[src/rtl/multicycle_cu.sv]
// rtl/multicycle_cu.sv - RV32I multi-cycle control FSM sequencing fetch/decode/exec/mem/writeback
module multicycle_cu #(
    parameter int FETCH_INC = 4
) (
    input  logic       clk,
    input  logic       rst,
    input  logic [6:0] opcode,
    input  logic       mem_ready,
    input  logic       branch_taken,
    output logic       pc_write,
    output logic       pc_src,
    output logic       ir_write,
    output logic       iord,
    output logic       mem_read,
    output logic       mem_write,
    output logic       reg_write,
    output logic [1:0] wb_sel,
    output logic [1:0] alu_src_a,
    output logic [1:0] alu_src_b,
    output logic [1:0] alu_op,
    output logic [2:0] state,
    output logic       instr_done,
    output logic       illegal
);
    localparam logic [6:0] OP_LUI   = 7'b0110111;
    localparam logic [6:0] OP_AUIPC = 7'b0010111;
    localparam logic [6:0] OP_IALU  = 7'b0010011;
    localparam logic [6:0] OP_RALU  = 7'b0110011;
    localparam logic [6:0] OP_LW    = 7'b0000011;
    localparam logic [6:0] OP_SW    = 7'b0100011;
    localparam logic [6:0] OP_BR    = 7'b1100011;
    localparam logic [6:0] OP_JAL   = 7'b1101111;

    typedef enum logic [2:0] {
        FETCH  = 3'd0,
        DECODE = 3'd1,
        EXEC   = 3'd2,
        MEM    = 3'd3,
        WB     = 3'd4,
        JUMP   = 3'd5,
        TRAP   = 3'd6
    } state_t;

    state_t cur, nxt;
    logic   br_q, done_q, jump_pcw_q;
    logic   is_lw, is_sw, is_br, is_exec_op, fetch_ack;

    assign is_lw      = (opcode == OP_LW);
    assign is_sw      = (opcode == OP_SW);
    assign is_br      = (opcode == OP_BR);
    assign is_exec_op = (opcode == OP_LUI) || (opcode == OP_AUIPC) || (opcode == OP_IALU) ||
                        (opcode == OP_RALU) || is_lw || is_sw || is_br;

    // An access only completes while a request is actually driven; this also keeps the
    // first post-reset cycle (mem_read still low) from acknowledging a fetch.
    assign fetch_ack  = (cur == FETCH) && mem_read && mem_ready;
    assign ir_write   = fetch_ack;
    assign pc_write   = fetch_ack || jump_pcw_q || (br_q && branch_taken);
    assign instr_done = done_q || br_q || (mem_write && mem_ready);
    assign state      = cur;

    always_comb begin
        nxt = FETCH;
        case (cur)
            FETCH:   nxt = fetch_ack ? DECODE : FETCH;
            DECODE:  nxt = is_exec_op ? EXEC : ((opcode == OP_JAL) ? JUMP : TRAP);
            EXEC:    nxt = is_br ? FETCH : ((is_lw || is_sw) ? MEM : WB);
            MEM:     nxt = mem_ready ? (is_lw ? WB : FETCH) : MEM;
            WB:      nxt = FETCH;
            JUMP:    nxt = FETCH;
            TRAP:    nxt = TRAP;
            default: nxt = FETCH;
        endcase
    end

    // Moore outputs are registered against the state being entered.
    always_ff @(posedge clk or posedge rst) begin
        if (rst) begin
            cur        <= FETCH;
            mem_read   <= 1'b0;
            mem_write  <= 1'b0;
            iord       <= 1'b0;
            reg_write  <= 1'b0;
            wb_sel     <= 2'b00;
            alu_src_a  <= 2'b00;
            alu_src_b  <= 2'b01;
            alu_op     <= 2'b10;
            pc_src     <= 1'b0;
            illegal    <= 1'b0;
            br_q       <= 1'b0;
            done_q     <= 1'b0;
            jump_pcw_q <= 1'b0;
        end else begin
            cur        <= nxt;
            mem_read   <= 1'b0;
            mem_write  <= 1'b0;
            iord       <= 1'b0;
            reg_write  <= 1'b0;
            wb_sel     <= 2'b00;
            alu_src_a  <= 2'b00;
            alu_src_b  <= 2'b00;
            alu_op     <= 2'b00;
            pc_src     <= 1'b0;
            illegal    <= 1'b0;
            br_q       <= 1'b0;
            done_q     <= 1'b0;
            jump_pcw_q <= 1'b0;
            case (nxt)
                FETCH: begin
                    mem_read  <= 1'b1;
                    alu_src_b <= 2'b01;
                    alu_op    <= 2'b10;
                end
                DECODE: begin
                    alu_src_a <= 2'b01;
                    alu_src_b <= 2'b10;
                    alu_op    <= 2'b10;
                end
                EXEC: begin
                    case (opcode)
                        OP_LUI: begin
                            alu_src_b <= 2'b10;
                        end
                        OP_AUIPC: begin
                            alu_src_a <= 2'b01;
                            alu_src_b <= 2'b10;
                            alu_op    <= 2'b10;
                        end
                        OP_IALU: begin
                            alu_src_a <= 2'b10;
                            alu_src_b <= 2'b10;
                            alu_op    <= 2'b11;
                        end
                        OP_RALU: begin
                            alu_src_a <= 2'b10;
                            alu_op    <= 2'b11;
                        end
                        OP_BR: begin
                            alu_src_a <= 2'b10;
                            alu_op    <= 2'b01;
                            pc_src    <= 1'b1;
                            br_q      <= 1'b1;
                        end
                        default: begin
                            alu_src_a <= 2'b10;
                            alu_src_b <= 2'b10;
                            alu_op    <= 2'b10;
                        end
                    endcase
                end
                MEM: begin
                    iord      <= 1'b1;
                    mem_read  <= is_lw;
                    mem_write <= is_sw;
                end
                WB: begin
                    reg_write <= 1'b1;
                    wb_sel    <= is_lw ? 2'b01 : 2'b00;
                    done_q    <= 1'b1;
                end
                JUMP: begin
                    reg_write  <= 1'b1;
                    wb_sel     <= 2'b10;
                    pc_src     <= 1'b1;
                    jump_pcw_q <= 1'b1;
                    done_q     <= 1'b1;
                end
                TRAP: begin
                    illegal <= 1'b1;
                end
                default: begin
                end
            endcase
        end
    end
endmodule

[config.mk]
export PLATFORM = sky130hd
export DESIGN_NAME = multicycle_cu
export DESIGN_NICKNAME = d
export VERILOG_FILES = /design/src/rtl/multicycle_cu.sv
export SDC_FILE = /design/constraint.sdc
export NUM_CORES = 1
export LEC_CHECK = 0
export CAP_MARGIN = 20
export CORE_MARGIN = 5
export CORE_UTILIZATION = 41
export DETAILED_ROUTE_END_ITERATION = 12
export GPL_TIMING_DRIVEN = 1
export MAX_ROUTING_LAYER = met4
export PLACE_DENSITY_LB_ADDON = 0.15
export SLEW_MARGIN = 20
export SYNTH_ARGS = -nofsm -noshare
export SYNTH_HDL_FRONTEND = slang
export SYNTH_SLANG_ARGS = --single-unit
[constraint.sdc]
create_clock -name clk -period 1.71 [get_ports clk]
set_input_delay 0.4275 -clock clk [delete_from_list [all_inputs] [get_ports clk]]
set_output_delay 0.4275 -clock clk [all_outputs]
set_load 0.01 [all_outputs]
==> impl_metrics.json <==
{
  "synth.top_cells.by_area": "dfrtp_1 41%, dfstp_2 5.3%, a41oi_4 2.8%",
  "dieArea_um2": 3480,
  "critical_path_class": "reg2out",
  "hp-class": "in2async",
  "final_cell_count_no_fill": 181,
  "drv_cap": 0,
  "root_buffer": "clkbuf_4",
  "ys_ff_latch": 18,
  "drive_gt1_frac": 0.458,
  "startpoint": "state[1]",
  "viasPerCell": 5.30,
  "diodes": 0,
  "clock_latency_ns": 0.29,
  "swShare": 0.371,
  "synth_edf_count": 0,
  "internal-power_mw": 1.44,
  "gp_congestion": 0.883,
  "ir_drop_mv": 0.998,
  "worst_pin_slew_ns": 0.624,
  "rsz0062_at_grt": "yes",
  "power_density_nw_per_um2": 1380,
  "hpwl_mm": 2.00,
  "p_seq_frac": 0.262,
  "setup_viol": 12,
  "clock_path_buffers": 2,
  "yosys.area.top_type": "dfrtp_1",
  "status": "finished, violations left",
  "dpl.cell_count": 170,
  "r2r_setup_slack_ns": -0.14,
  "netlist_area_um2": 985,
  "slew_headroom": 0.579,
  "setup_slack_ns": -0.166,
  "switchingPower_mw": 0.851,
  "startpoint_type": "flip-flop",
  "leakagePower_nw": 0.798,
  "finalWirelength_mm": 2.70,
  "cts_sinks": 18,
  "synth-seq-area-share": 0.460,
  "grt_pass1_wl_mm": 4.37,
  "ant_nets": 0,
  "combPwrFrac": 0.626,
  "drt_iter0_drc": 18,
  "end_kind": "output pin",
  "wl_per_cell_um": 14.9,
  "syn_inst": 90,
  "synth_area_per_cell_um2": 10.9,
  "grt_overflow_total": 0,
  "start_util": 0.437,
  "htree_levels": 1,
  "post-route-period-util": 1.10,
  "port_buffers": 30,
  "reg2reg_from": "state[2]",
  "slew_viol_final": 0,
  "grt_pass1_vias": 988,
  "hold_viol": 0,
  "finalInstanceArea_um2": 1660,
  "grt_max_degree": 19,
  "fin_skew_ns": 0.00462,
  "die_h_um": 59.0,
  "drcViolationCount": 0,
  "die_x_um": 59.0,
  "yosysWarningCount": 0,
  "grt_util_all_layers": 0.173,
  "ys_types": 44,
  "clk_pin_slew_ns": 0.10,
  "drtPass1Iterations": 4,
  "fin_util": 0.735,
  "core_area_um2": 2250,
  "cp.arrival_ns": 1.45,
  "top_level_ports": 31,
  "required_ns": 1.28,
  "p_total_mw": 2.29,
  "p_clk_frac": 0.111,
  "async_flop_share": 1.00,
  "synth_top_area_frac": 0.407,
  "synth_flop_cell": "dfrtp_1",
  "vias": 960,
  "antenna_found_initial": 0,
  "cts_tree": "done",
  "failed_checks": "setup timing",
  "dpl_cell_area_um2": 1490,
  "syn2layout_area_growth_pct": 68.2,
  "final_nets": 165,
  "fmax_ghz": 0.533,
  "rows": 17,
  "finalCriticalPeriod_ns": 1.88,
  "synth_fp_nets": 101,
  "crit_path_max_fanout": 3,
  "cts_buffers": 3
}
## power groups by stage
| stage | combinational, mW | clock [mW] | sequential [mW] |
|---|---|---|---|
| after floorplan | 0.627 | 0 | 0.686 |
| after global placement | 1.20 | 0 | 0.600 |
| after detailed placement | 1.23 | 0 | 0.605 |
| after CTS | 1.28 | 0.259 | 0.595 |
| after global routing | 1.53 | 0.282 | 0.614 |
| final | 1.44 | 0.255 | 0.602 |
## per-layer routing
layer / track usage / vias up / wire length, um
met5: - / - / 0
met4: 0.0777 / 0 / 52
met3: 0.00871 / 8 / 194
met2: 0.315 / 40 / 1420
met1: 0.194 / 455 / 1030
li1: - / 457 / -
## per-stage QoR
step           hold slack (ns)  setup slack [ns]  TNS (ns)
2_1_floorplan            0.365            0.0119         0
3_3_place_gp             0.724            -0.732     -7.83
3_5_place_dp             0.743            -0.764     -8.28
4_1_cts                  0.445            -0.166     -1.16
5_1_grt                  0.483            -0.215     -1.98
6_report                 0.438            -0.166     -1.29
## repair_timing
action	4_1_cts	5_1_grt
pin swaps	15	6
setup buffers	5	2
gates resized for setup	31	15
setup endpoints to repair	18	16
hold buffers	0	0
## logic make-up (layout without fill, tap and decap cells)
family / count (synthesis) / count (layout) / share of synthesized area
AND/OR/NAND/NOR: 41 / 41 / 0.294
AO/OA/AOI/OAI: 19 / 19 / 0.174
flip-flops: 18 / 18 / 0.460
buffers and inverters: 12 / 75 / 0.0724
## worst max-delay path: stages, from the launching register on
cell and delay (ns):
dfrtp_1 0.40, or4_4 0.58, nand2_2 0.08, buf_6 0.09
## cells in the final DEF (no fill, tap or decap), types with 4 or more instances in the layout
cell             instances
dlygate4sd2_1           10
buf_6                    7
buf_4                   29
inv_1                    4
nor2_1                   4
dfrtp_1                 16
nand2b_1                 4
clkdlybuf4s50_1         15
a21oi_2                  5
nand2_1                  5
## area by class of cell
cell class	count	area (um^2)
repair buffers	64	572
well taps	28	35.0
inverters	7	26.3
fillers	178	598
flip-flops and latches	18	453
multi-input cells	60	534
clock buffers	4	36.3
## final timing paths
check                                to  cells past startpoint
setup / recovery               pc_write                      3
hold / removal             alu_src_b[1]                      3
setup reg to reg                 done_q                      8
hold reg to reg            alu_src_a[0]                      3
max in group asynchronous  alu_src_b[0]                      3
min in group clk           alu_src_a[0]                      3
## Yosys cell counts, drive strengths merged (2+ instances only)
master / count
a21oi: 6
a31o: 2
a41oi: 2
and2: 2
buf: 4
dfrtp: 16
dfstp: 2
inv: 7
nand2: 6
nand2b: 4
nand3: 2
nand3b: 2
nand4: 4
nor2: 4
nor3: 4
nor4: 2
o21ai: 3
or3: 2
## flip-flops by register name (all words and copies together), names as in the netlist
| register | cells |
|---|---|
| wb_sel | 2 |
| pc_src | 1 |
| mem_read | 1 |
| illegal | 1 |
| alu_src_b | 2 |
| mem_write | 1 |
| alu_op | 2 |
| state | 3 |
| br_q | 1 |
| alu_src_a | 2 |
| iord | 1 |
| done_q | 1 |
No activity file was read; power rests on OpenSTA's default activity.
